### config.mk
export PLATFORM = sky130hd
export DESIGN_NAME = sha256_ctrl
export DESIGN_NICKNAME = d
export VERILOG_FILES = /design/src/rtl/sha256_ctrl.sv
export SDC_FILE = /design/constraint.sdc
export NUM_CORES = 1
export LEC_CHECK = 0
export CAP_MARGIN = 10
export CORE_AREA = 2 2 308 310
export DETAILED_ROUTE_END_ITERATION = 16
export DIE_AREA = 0 0 310 312
export SYNTH_ARGS = -nofsm -noshare
export SYNTH_HDL_FRONTEND = slang
export SYNTH_SLANG_ARGS = --single-unit
### constraint.sdc
create_clock -name clk -period 9.32 [get_ports clk]
set_input_delay 1.398 -clock clk [delete_from_list [all_inputs] [get_ports clk]]
set_output_delay 1.398 -clock clk [all_outputs]
set_load 0.005 [all_outputs]
### src/rtl/sha256_ctrl.sv
// rtl/sha256_ctrl.sv - SHA-256 block sequencing controller
//
// Owns hash state H0..H7, loads the initial hash constants at the start of a
// message, steps the external round datapath through 64 rounds per block,
// performs the feed-forward addition and presents the digest on a
// valid/ready handshake.
//
// Ports:
//   clk, rst                 clock, asynchronous active-high reset
//   blk_valid/blk_ready      block handshake; blk_first/blk_last sampled at accept
//   wv_load                  datapath loads a..h from hash_state
//   round_en, round_idx      datapath round strobe and round number (K[t], W[t])
//   wv_in                    datapath working variables {a..h}, a in [255:224]
//   hash_state, digest       {H0..H7}, H0 in [255:224]
//   digest_valid/ready       digest handshake
//   busy                     high whenever not IDLE
module sha256_ctrl #(
  parameter int ROUNDS = 64
) (
  input  logic         clk,
  input  logic         rst,
  input  logic         blk_valid,
  input  logic         blk_first,
  input  logic         blk_last,
  output logic         blk_ready,
  output logic         wv_load,
  output logic         round_en,
  output logic [5:0]   round_idx,
  input  logic [255:0] wv_in,
  output logic [255:0] hash_state,
  output logic [255:0] digest,
  output logic         digest_valid,
  input  logic         digest_ready,
  output logic         busy
);

  localparam logic [255:0] H_INIT = {
    32'h6a09e667, 32'hbb67ae85, 32'h3c6ef372, 32'ha54ff53a,
    32'h510e527f, 32'h9b05688c, 32'h1f83d9ab, 32'h5be0cd19
  };
  localparam logic [5:0] LAST_ROUND = 6'(ROUNDS - 1);

  typedef enum logic [2:0] {
    IDLE,
    LOAD,
    ROUND,
    UPDATE,
    DONE
  } state_t;

  state_t       state_q, state_d;
  logic [5:0]   cnt_q;
  logic         in_msg_q;
  logic         last_q;
  logic [255:0] h_q;
  logic         accept;

  assign accept = (state_q == IDLE) && blk_valid;

  always_ff @(posedge clk or posedge rst) begin
    if (rst) begin
      state_q <= IDLE;
    end else begin
      state_q <= state_d;
    end
  end

  always_comb begin
    state_d = state_q;
    case (state_q)
      IDLE:    if (blk_valid) state_d = LOAD;
      LOAD:    state_d = ROUND;
      ROUND:   if (cnt_q == LAST_ROUND) state_d = UPDATE;
      UPDATE:  state_d = last_q ? DONE : IDLE;
      DONE:    if (digest_ready) state_d = IDLE;
      default: state_d = IDLE;
    endcase
  end

  // All outputs are pure decodes of registered state.
  assign blk_ready    = (state_q == IDLE);
  assign busy         = (state_q != IDLE);
  assign wv_load      = (state_q == LOAD);
  assign round_en     = (state_q == ROUND);
  assign round_idx    = (state_q == ROUND) ? cnt_q : 6'd0;
  assign digest_valid = (state_q == DONE);
  assign hash_state   = h_q;
  assign digest       = h_q;

  always_ff @(posedge clk or posedge rst) begin
    if (rst) begin
      cnt_q    <= 6'd0;
      in_msg_q <= 1'b0;
      last_q   <= 1'b0;
      h_q      <= '0;
    end else begin
      if (accept) begin
        last_q   <= blk_last;
        in_msg_q <= 1'b1;
        // A first block always restarts the hash; so does a block that
        // arrives with no message in progress (e.g. after reset).
        if (blk_first || !in_msg_q) begin
          h_q <= H_INIT;
        end
      end

      if (state_q == LOAD) begin
        cnt_q <= 6'd0;
      end else if (state_q == ROUND) begin
        // Natural 6-bit wrap takes the counter back to 0 after round 63.
        cnt_q <= cnt_q + 6'd1;
      end

      if (state_q == UPDATE) begin
        for (int i = 0; i < 8; i++) begin
          h_q[255 - 32*i -: 32] <= h_q[255 - 32*i -: 32] + wv_in[255 - 32*i -: 32];
        end
        if (last_q) begin
          in_msg_q <= 1'b0;
        end
      end
    end
  end

endmodule

Word-level counts from Yosys, hierarchy flattened
Cells that the tools add are included.
{ "classes": {"eq_ne": 8, "n_reduce_logical": 10, "mux": 14, "addsub": 9} }
{ "op_table": {"columns": ["operator", "n"], "rows": [
  ["2-to-1 mux 256 bit", 3],
  ["adder 32 bit", 8],
  ["2-to-1 mux 6 bit", 3],
  ["case mux 3 bit (5 select lines)", 1],
  ["2-to-1 mux 3 bit", 4],
  ["adder 6 x 1 -> 6 bit (second input constant)", 1],
  ["== test 3 x 2 -> 1 bit (second input constant)", 2],
  ["== test 6 bit (second input constant)", 1],
  ["nonzero test 2 bit", 3],
  ["inequality test 2 x 1 -> 1 bit (second input constant)", 2],
  ["== test 3 x 1 -> 1 bit (second input constant)", 1],
  ["== test 3 bit (second input constant)", 1],
  ["logical NOT 3 bit", 1],
  ["2-to-1 mux 1 bit", 3],
  ["AND reduction 3 bit", 1],
  ["nonzero test 3 bit", 1],
  ["inequality test 2 bit (second input constant)", 1],
  ["AND reduction 2 bit", 1],
  ["logical AND 1 bit", 1],
  ["logical NOT 1 bit", 1],
  ["logical OR 1 bit", 1]
]} }
{ "word_totals": {"word_cells": 46, "regBits": 267, "output_inout_bits": 523, "inputBits": 262} }

Logic depth before layout (Yosys ltp)
Gate-level depths: netlist (run 1).
{ "logic_depth": {"ltp_word": 5, "mapped_depth": 14, "ltp_nobuf": 14} }

Least setup slack after synthesis (run 1)
Ideal clock, no wire load.
{ "synth_path": {"kind": "input to register", "from": "input port wv_in[32]", "to": "register h_q[62], in the netlist digest[62]", "n_path_buf": 0, "setup_time_ps": 129, "t_required_ps": 9191, "slack_ps": 5429, "stages": 14, "arrival_ps": 3762, "cell_sequence": "ha_1 > inv_1 > fa_1 > nor2b_1 > o31a_1 > o311ai_4 > a311oi_1 > o31a_1 > o41ai_4 > o31ai_1 > nor4_2 > a21oi_1 > xnor2_1 > o21ai_1"} }
{ "synth_between": {"elab_chain_len": 2} }
{ "synth_rtl": {"columns": ["item", "line", "text"], "rows": [
  ["start: declaration", "29", "input logic [255:0] wv_in,"],
  ["adder 32 bit", "116", "h_q[255 - 32*i -: 32] <= h_q[255 - 32*i -: 32] + wv_in[255 - 32*i -: 32];"],
  ["2-to-1 mux 256 bit", "114", "if (state_q == UPDATE) begin"],
  ["end signal: indexed assignment", "116", null],
  ["end: declaration", "55", "logic [255:0] h_q;"]
]} }
Every way passes these cells.
A chain may end at the register's enable or synchronous reset.

Worst setup path in the final report (run 1)
{ "layout_path": {"from": "input port wv_in[1]", "to": "register h_q[27], in the netlist digest[27]"} }
The elaborated chain is that of the path after synthesis.

==> results.sh, run 1 <==
export IMPL_cts_tree="built"
export IMPL_synth_largest_type_area_fraction_pct=28.5
export IMPL_synth_nets=3311
export IMPL_final_core_util_pct=34.5
export IMPL_synth_seq_area_share_pct=28.5
export IMPL_detail_route_drc_violations=0
export IMPL_startpoint_type="input port"
export IMPL_postCtsSetupRepairBufs=0
export IMPL_layout_drive_gt1_share_pct=3.40
export IMPL_mostFrequentLayoutCells="clkdlybuf4s50_1 (784), a21oi_1 (318), dfrtp_1 (267)"
export IMPL_clockBufferDepth=3
export IMPL_cp_end_kind="register"
export IMPL_synth_area_top_cells="dfrtp_1 (29%), ha_1 (13%), buf_4 (8.2%)"
export IMPL_async_reset_ff_share_pct=100
export IMPL_yosysWarnings=0
export IMPL_synth_cell_type_count=82
export IMPL_worst_clock_skew_ns=0.0124
export IMPL_maxClockFrequency_ghz=0.227
export IMPL_number_of_synthesized_flops_with_an_enable_pin=0
export IMPL_horiz_die_dim_um=310
export IMPL_fillerInstances=9670
export IMPL_reg2reg_depth=12
export IMPL_vias=22000
export IMPL_number_of_drc_markers_in_iteration_0=1086
export IMPL_coreArea_mm2=0.0930
export IMPL_leakagePower_uw=0.0136
export IMPL_cts_inserted_buffers=38
export IMPL_hold_buffer_count_at_cts=0
export IMPL_first_global_vias=21700
export IMPL_cap_viol_max_count=0
export IMPL_vdd_drop_max_mv=0.119
export IMPL_post_drt_via_cell_ratio=4.80
export IMPL_cts_root_buffer="clkbuf_16"
export IMPL_cellPowerDensity_mw_per_mm2=307
export IMPL_drv_slew=0
export IMPL_design_die_area_mm2=0.0967
export IMPL_post_placement_setup_slack_ns=4.20
export IMPL_htreeDepth=2
export IMPL_port_buffer_count=784
export IMPL_post_place_cells=4510
export IMPL_detailedRoute_firstPassIterationCount=7
export IMPL_finish_cell_count_without_fillers=4581
export IMPL_ys_flop_type="dfrtp_1"
export IMPL_fin_ws_ns=4.91
export IMPL_grt_ovfl_total=0
export IMPL_maxSlewHeadroom_pct=37.4
export IMPL_post_synth_top_area_cell="dfrtp_1"
export IMPL_cts_sinks=267
export IMPL_min_delay_path_depth=1
export IMPL_placedInstanceArea_mm2=0.0308
export IMPL_syn_cell_area_mm2=0.0234
export IMPL_timing_final_hold_violations=0
export IMPL_initial_utilization_pct=25.2
export IMPL_layout_worst_path_cycle_share_pct=47.3
export IMPL_synthesized_instance_count=2792
export IMPL_ant_nets=0
export IMPL_status="finished, final reports clean"
export IMPL_synthToLayoutAreaGrowth_pct=37.2
export IMPL_wirelength_um=90400
export IMPL_gpl_final_weighted_congestion=0.939
export IMPL_cts_resized=0
export IMPL_post_drt_wl_per_cell_um=19.7
export IMPL_grt_use_total_pct=17.9
export IMPL_nNetsFinal=3815
export IMPL_finalInstanceArea_mm2=0.0321
export IMPL_path_clk_slew_ns=0.06
export IMPL_core_rowCount=112
export IMPL_finalSetupViolations=0
export IMPL_worst_pin_slew_ns=0.932
export IMPL_die_height_um=312
export IMPL_synth_seq_cells=267
export IMPL_worstSetupPathType="in2reg"
export IMPL_grt_first_pass_wirelength_um=134000
export IMPL_layout_min_cycle_time_ns=4.41
export IMPL_floorplan_io_pins=785
export IMPL_critPathArrivalTime_ns=4.81
export IMPL_min_path_type="reg2reg"
export IMPL_syn_avg_cell_area_um2=8.39
export IMPL_unrepaired_setup_endpoints_after_global_routing="no"
export IMPL_crit_path_max_fanout=3
export IMPL_setup_total_neg_slack_ns=0
export IMPL_antenna_found_initial=15
export IMPL_dp_hpwl_um=70100
export IMPL_worst_r2r_setup_slack_ns=5.79
export IMPL_most_common_library_cell_in_the_layout_ignoring_fill_and_taps="clkdlybuf4s50_1"
export IMPL_grt_start_max_net_pins=110
export IMPL_clock_latency_on_the_worst_skew_pair_ns=0.55
export IMPL_critical_path_required_ns=9.72
## kinds of logic after synthesis
logic type,Yosys count,share of synthesized area (%)
DFF,267,28.5
muxes,6,0.272
buffers and inverters,427,10.9
AOI/OAI and AO/OA,927,24.5
and+or+nand+nor,694,13.8
xor gates and xnor gates,214,8.00
adders and majority gates,257,14.0
## worst max-delay path: stages
cell             delay (ns)
clkdlybuf4s50_1        0.43
ha_1                   0.30
a21o_1                 0.17
a21oi_1                0.25
o21ai_0                0.14
a31oi_1                0.44
o21ai_0                0.22
o21ai_0                0.46
o21a_1                 0.29
o21ai_0                0.22
a31oi_1                0.25
xor2_1                 0.16
a21oi_1                0.08
## layer usage
layer | global-route usage, % | vias to the layer above | part of all wire, %
li1 | - | 10800 | -
met1 | 22.0 | 10400 | 42
met2 | 31.0 | 661 | 48
met3 | 3.83 | 135 | 6.4
met4 | 5.41 | 18 | 3.1
met5 | 0 | - | 0.12
## report_power, final
group	internal, µW	total [µW]	switching [µW]
clock network	985	1590	604
logic	3100	6020	2920
registers	1580	2250	673
total	5660	9860	4200
## registers in the layout, summed over array words and instances, names as in the netlist
name      count
in_msg_q      1
last_q        1
state_q       3
digest      256
cnt_q         6
## worst paths after layout
check                                from     endpoint
worst min register to register     last_q     in_msg_q
worst max register to register  digest[1]   digest[27]
worst min-delay path               last_q     in_msg_q
min in group asynchronous             rst  digest[110]
worst max-delay path             wv_in[1]   digest[27]
max in group asynchronous             rst  digest[210]
## synthesized netlist by cell type, types with 9 or more instances
master,number
a211o_1,11
a211oi_1,15
a21o_1,118
a21oi_1,319
a22o_1,13
a31oi_1,22
and2_1,20
and3_1,17
buf_4,256
clkbuf_1,73
dfrtp_1,267
ha_1,249
inv_1,92
nand2_1,206
nand2b_1,38
nand3_1,44
nand4_1,24
nor2_1,217
nor2b_1,30
nor3_1,46
o211ai_1,9
o21a_1,30
o21ai_0,229
o21ai_1,12
o21bai_1,27
o22a_1,15
o31ai_1,16
or3_1,14
xnor2_1,93
xor2_1,121
## cell type report
cell class / instances / area (µm²) / share of cell area (%)
Clock buffer: 61 / 1230 / 3.83
Clock inverter: 9 / 120 / 0.374
Multi-Input combinational cell: 2098 / 14200 / 44.2
Sequential cell: 267 / 6680 / 20.8
Tap cell: 1254 / 1570 / 4.88
Antenna cell: 1 / 2.50 / 0.00779
Timing Repair Buffer: 799 / 7970 / 24.8
Inverter: 92 / 353 / 1.10
## metrics by stage
stage	hold WS, ns	power (µW)
after CTS	0.475	9950
final	0.473	9860
after detailed placement	0.456	8270
after floorplan	0.434	5940
after global placement	0.458	8240
after global routing	0.508	10700
No activity file was read; power rests on OpenSTA's default activity.
==> run 2: changes to the inputs <==
clock period = 3.9 ns   (was 9.32 ns; I/O delays follow)
==> run 2 against run 1 <==
Effect of this change:
- global-route usage grew 0.22 points
- sequential power grew 140%
- non-clock buffer count grew 69
- die area is the same
- design area grew 2.0%
- first-iteration DRC count grew 11%
- clock skew grew 0.0013 ns
- power grew 140%
- count of clock-buffer cells in the layout shrank 7
- combinational power grew 150%
==> results.sh, run 2 (same netlist as run 1, synthesis figures left out) <==
export IMPL_status="finished, final reports clean"
export IMPL_grt_ovfl_total=0
export IMPL_ant_nets=0
export IMPL_leakagePower_uw=0.0140
export IMPL_floorplan_io_pins=785
export IMPL_post_drt_wl_per_cell_um=19.6
export IMPL_crit_path_max_fanout=3
export IMPL_crit_chain="clkdlybuf4s50_1, ha_1, inv_1, fa_1, nor2b_1, o31a_1, o311ai_4, a311oi_1, buf_4, o31a_1, o41ai_4, o31ai_1, buf_4, nor4_2, a21oi_1, xnor2_1, o21ai_1"
export IMPL_mostFrequentLayoutCells="clkdlybuf4s50_1 (784), a21oi_1 (318), dfrtp_1 (267)"
export IMPL_gpl_final_weighted_congestion=0.947
export IMPL_cap_viol_max_count=0
export IMPL_cellPowerDensity_mw_per_mm2=734
export IMPL_grt_use_total_pct=18.1
export IMPL_critPathSlowestCell="clkdlybuf4s50_1"
export IMPL_critical_path_buf_inv_count=4
export IMPL_synthToLayoutAreaGrowth_pct=39.9
export IMPL_grt_start_max_net_pins=79
export IMPL_startpoint_type="input port"
export IMPL_vias=22300
export IMPL_port_buffer_count=784
export IMPL_clockBufferDepth=3
export IMPL_maxClockFrequency_ghz=0.288
export IMPL_detailedRoute_firstPassIterationCount=7
export IMPL_hold_buffer_count_at_cts=0
export IMPL_cts_tree="built"
export IMPL_drv_slew=0
export IMPL_cts_resized=0
export IMPL_fin_hold_ws_ns=0.433
export IMPL_cts_sinks=267
export IMPL_detail_route_drc_violations=0
export IMPL_horiz_die_dim_um=310
export IMPL_finalSetupViolations=0
export IMPL_nNetsFinal=3885
export IMPL_antenna_found_initial=17
export IMPL_postCtsSetupRepairBufs=0
export IMPL_number_of_drc_markers_in_iteration_0=1201
export IMPL_worst_path_largest_cell_delay_ns=0.47
export IMPL_coreArea_mm2=0.0930
export IMPL_min_path_type="in2async"
export IMPL_core_rowCount=112
export IMPL_post_drt_via_cell_ratio=4.80
export IMPL_worstSetupPathType="in2reg"
export IMPL_initial_utilization_pct=25.2
export IMPL_cp_end_kind="register"
export IMPL_worst_pin_slew_ns=0.820
export IMPL_maxSlewHeadroom_pct=45.2
export IMPL_cts_root_buffer="clkbuf_16"
export IMPL_most_common_library_cell_in_the_layout_ignoring_fill_and_taps="clkdlybuf4s50_1"
export IMPL_critical_path_top_delay_family="compound AO/OA/AOI/OAI gates"
export IMPL_wirelength_um=91300
export IMPL_worst_clock_skew_ns=0.0138
export IMPL_reg2reg_depth=15
export IMPL_clock_latency_on_the_worst_skew_pair_ns=0.55
export IMPL_largest_register_ffs=256
export IMPL_first_global_vias=22000
export IMPL_layout_worst_path_cycle_share_pct=88.9
export IMPL_cts_inserted_buffers=39
export IMPL_layout_drive_gt1_share_pct=5.42
export IMPL_timing_final_hold_violations=0
export IMPL_path_clk_slew_ns=0.06
export IMPL_cp_num_cells=17
export IMPL_critPathArrivalTime_ns=3.88
export IMPL_dp_hpwl_um=72400
export IMPL_die_height_um=312
export IMPL_power_uw=24100
export IMPL_unrepaired_setup_endpoints_after_global_routing="no"
export IMPL_grt_first_pass_wirelength_um=136000
export IMPL_vdd_drop_max_mv=0.337
export IMPL_layout_min_cycle_time_ns=3.47
export IMPL_critical_path_required_ns=4.31
export IMPL_htreeDepth=2
export IMPL_design_die_area_mm2=0.0967
-- run 2: changes by cell type in the layout (fill, tap and decap cells not counted), sizes merged --
cell / before / now
clkbuf: 61 / 54
inv: 92 / 91
diode: 1 / 4
bufinv: 3 / 4
buf: 15 / 84
clkinvlp: 0 / 2
clkinv: 6 / 10
-- run 2: path summary, 6_finish.rpt --
check                           start     endpoint  slack, ns
max                         wv_in[32]   digest[62]       0.43
min                               rst  digest[191]       0.43
max reg2reg                digest[64]   digest[94]       0.47
min reg2reg                    last_q     in_msg_q       0.48
max in group asynchronous         rst  digest[250]       2.52
min in group clk               last_q     in_msg_q       0.48
-- run 2: final cells by class --
class,count,area (µm²)
fill,9668,60300
clock inverter,15,178
tap,1254,1570
multi-input combinational,2098,14200
inverter,92,349
sequential,267,6680
timing repair buffer,868,8620
antenna,4,10.0
clock buffer,54,1160
-- run 2: metal layers --
layer,global-route usage (%),wire [µm],up-vias
li1,-,-,10900
met1,21.8,37700,10600
met2,31.6,44300,753
met3,4.54,6770,124
met4,5.26,2480,16
met5,0,107,-
-- run 2: worst register-to-register path: stages (launching register included) --
cell and delay [ns]:
dfrtp_1 0.48, ha_1 0.35, inv_1 0.09, fa_1 0.39
nor2b_1 0.11, o21ai_0 0.08, buf_4 0.15, a211oi_1 0.33
o21ai_1 0.18, a21oi_1 0.25, a211o_1 0.19, a21oi_1 0.09
o21ai_1 0.19, a41oi_1 0.16, xor2_1 0.16, o21ai_0 0.15
-- run 2: through the flow --
step / setup TNS, ns / std cells / util (%) / setup slack [ns] / area (µm²)
finish: 0 / 4652 / 35.2 / 0.432 / 32800
global route: 0 / 4651 / 35.2 / 0.201 / 32800
CTS: 0 / 4648 / 35.2 / 0.428 / 32800
detailed placement: -0.415 / 4579 / 33.8 / -0.102 / 31400
global placement: -0.287 / 4579 / 33.8 / -0.0981 / 31400
floorplan: -56.20 / 2792 / - / -0.210 / 23400
-- run 2: where the power goes --
group	internal [µW]	total (µW)	leakage, µW	switching, µW
Clock	2340	3780	0.000670	1440
Sequential	3770	5430	0.00306	1650
Combinational	7790	14900	0.0102	7060
Total	13900	24100	0.0140	10200
==> run 3: changes to the inputs <==
CORE_AREA = 2 2 309 311   (was 2 2 308 310)
DIE_AREA = 0 0 311 313   (was 0 0 310 312)
SKIP_LAST_GASP = 1   (was unset)
clock period = 4 ns   (was 3.9 ns; I/O delays follow)
==> run 3 against run 2 <==
Effect of this change:
- design area fell by 0.45%
- non-clock buffer count shrank 25
- global-route usage is 0.59 points lower
- clock skew is 0.0031 ns lower
- worst hold slack got worse by 0.0026 ns
==> results.sh, run 3 (same netlist as run 1, synthesis figures left out) <==
export IMPL_status="finished, final reports clean"
export IMPL_crit_chain="ha_1, inv_1, fa_1, nor2b_1, o21ai_0, a2111o_1, a21oi_1, o311ai_1, a21oi_1, o21ai_1, o31ai_1, a21oi_1, xor2_1, o21ai_1"
export IMPL_leakagePower_uw=0.0139
export IMPL_clock_latency_on_the_worst_skew_pair_ns=0.55
export IMPL_worst_pin_slew_ns=0.880
export IMPL_startpoint_type="register"
export IMPL_switching_share_pct=41.9
export IMPL_maxSlewHeadroom_pct=40.9
export IMPL_multiInputGateArea_mm2=0.0142
export IMPL_crit_path_max_fanout=5
export IMPL_postCtsSetupRepairBufs=0
export IMPL_cp_common_cell="a21oi_1"
export IMPL_detailedRoute_firstPassIterationCount=5
export IMPL_wirelength_um=89600
export IMPL_layout_min_cycle_time_ns=3.53
export IMPL_grt_start_max_net_pins=87
export IMPL_total_switching_power_uw=9770
export IMPL_vias=22200
export IMPL_finish_cell_count_without_fillers=4635
export IMPL_worst_clock_skew_ns=0.0107
export IMPL_timing_final_hold_violations=0
export IMPL_hold_buffer_count_at_cts=0
export IMPL_number_of_drc_markers_in_iteration_0=1199
export IMPL_layout_worst_path_cycle_share_pct=88.2
export IMPL_ant_nets=0
export IMPL_min_path_type="in2async"
export IMPL_post_place_cells=4565
export IMPL_maxClockFrequency_ghz=0.284
export IMPL_critPathArrivalTime_ns=4.00
export IMPL_cts_sinks=267
export IMPL_cp_end_kind="register"
export IMPL_post_drt_via_cell_ratio=4.79
export IMPL_drv_slew=0
export IMPL_detail_route_drc_violations=0
export IMPL_p_clk_share_pct=16.2
export IMPL_horiz_die_dim_um=311
export IMPL_critical_path_required_ns=4.47
export IMPL_worst_r2r_setup_slack_ns=0.47
export IMPL_worst_path_largest_cell_delay_ns=0.49
export IMPL_synthToLayoutAreaGrowth_pct=39.2
export IMPL_post_placement_setup_slack_ns=-0.0256
export IMPL_unrepaired_setup_endpoints_after_global_routing="no"
export IMPL_internal_power_uw=13500
export IMPL_reg2reg_depth=14
export IMPL_grt_first_pass_wirelength_um=134000
export IMPL_worst_r2r_startpoint="digest[160]"
export IMPL_core_rowCount=113
export IMPL_worst_r2r_dst="digest[190]"
export IMPL_initial_utilization_pct=24.9
export IMPL_vdd_drop_max_mv=0.304
export IMPL_cts_tree="built"
export IMPL_first_global_vias=21700
export IMPL_htreeDepth=2
export IMPL_share_comb_of_total_power_pct=61.0
export IMPL_mostFrequentLayoutCells="clkdlybuf4s50_1 (784), a21oi_1 (318), dfrtp_1 (267)"
export IMPL_finalSetupViolations=0
export IMPL_cap_viol_max_count=0
export IMPL_dp_hpwl_um=71100
export IMPL_port_buffer_count=784
export IMPL_worstSetupPathType="reg2reg"
export IMPL_coreArea_mm2=0.0942
export IMPL_flip_flop_and_latch_area_mm2=0.00668
export IMPL_fin_ws_ns=0.474
export IMPL_floorplan_io_pins=785
export IMPL_critical_path_buf_inv_count=1
export IMPL_design_die_area_mm2=0.0973
export IMPL_antenna_cells_inserted=0
export IMPL_clockBufferDepth=3
export IMPL_largest_register_ffs=256
export IMPL_post_drt_wl_per_cell_um=19.3
export IMPL_grt_ovfl_total=0
export IMPL_grt_use_total_pct=17.5
export IMPL_p_seq_share_pct=22.8
export IMPL_critical_path_top_delay_family="compound AO/OA/AOI/OAI gates"
export IMPL_cts_root_buffer="clkbuf_16"
export IMPL_die_height_um=313
export IMPL_cts_inserted_buffers=38
export IMPL_final_core_util_pct=34.7
export IMPL_fin_hold_ws_ns=0.431
export IMPL_cts_resized=0
export IMPL_layout_drive_gt1_share_pct=4.54
export IMPL_fillerInstances=9817
export IMPL_path_clk_slew_ns=0.06
export IMPL_cellPowerDensity_mw_per_mm2=715
export IMPL_nNetsFinal=3859
export IMPL_antenna_found_initial=7
export IMPL_critPathSlowestCell="dfrtp_1"
export IMPL_gpl_final_weighted_congestion=0.925
export IMPL_most_common_library_cell_in_the_layout_ignoring_fill_and_taps="clkdlybuf4s50_1"
==> run 3: cell count changes in the layout (fill, tap and decap cells not counted), sizes merged <==
cell and change:
diode -4, buf -25, clkbuf +6, bufinv +2, clkinvlp -1, clkinv -6
==> run 3: how the worst max path moves through the flow <==
| stage | cells after the start | endpoint | startpoint |
|---|---|---|---|
| 2_1_floorplan | 1 | cnt_q[0] | rst |
| 3_3_place_gp | 15 | digest[190] | wv_in[160] |
| 3_5_place_dp | 15 | digest[190] | wv_in[160] |
| 4_1_cts | 14 | digest[190] | digest[160] |
| 5_1_grt | 14 | digest[190] | digest[160] |
| 6_report | 14 | digest[190] | digest[160] |
==> run 3: layout make-up <==
type / instances / area share, %
multi-input combinational: 2098 / 43.5
timing repair buffer: 843 / 25.8
sequential: 267 / 20.5
tap: 1265 / 4.85
clock buffer: 60 / 3.61
inverter: 92 / 1.07
clock inverter: 10 / 0.614
==> run 3: per-layer routing <==
layer | vias to the layer above | part of all wire, % | track usage [%]
li1 | 10800 | - | -
met1 | 10500 | 43 | 21.6
met2 | 701 | 49 | 31.0
met3 | 111 | 5.7 | 3.39
met4 | 14 | 2.7 | 4.81
met5 | - | 0.085 | 0
==> run 3: power groups by stage <==
stage | combinational (µW) | clock, µW | sequential (µW)
after detailed placement | 14200 | 0 | 5380
final | 14200 | 3770 | 5310
after floorplan | 9180 | 0 | 4660
after global placement | 14100 | 0 | 5370
after CTS | 14300 | 3900 | 5350
after global routing | 15700 | 3990 | 5440
==> run 3: metrics by stage <==
step	instance area (µm²)	TNS [ns]	total power, µW
finish	32600	0	23300
global route	32600	0	25100
CTS	32600	0	23500
detailed placement	31300	-0.0256	19600
global placement	31300	-0.0483	19500
floorplan	23400	-33.50	13800
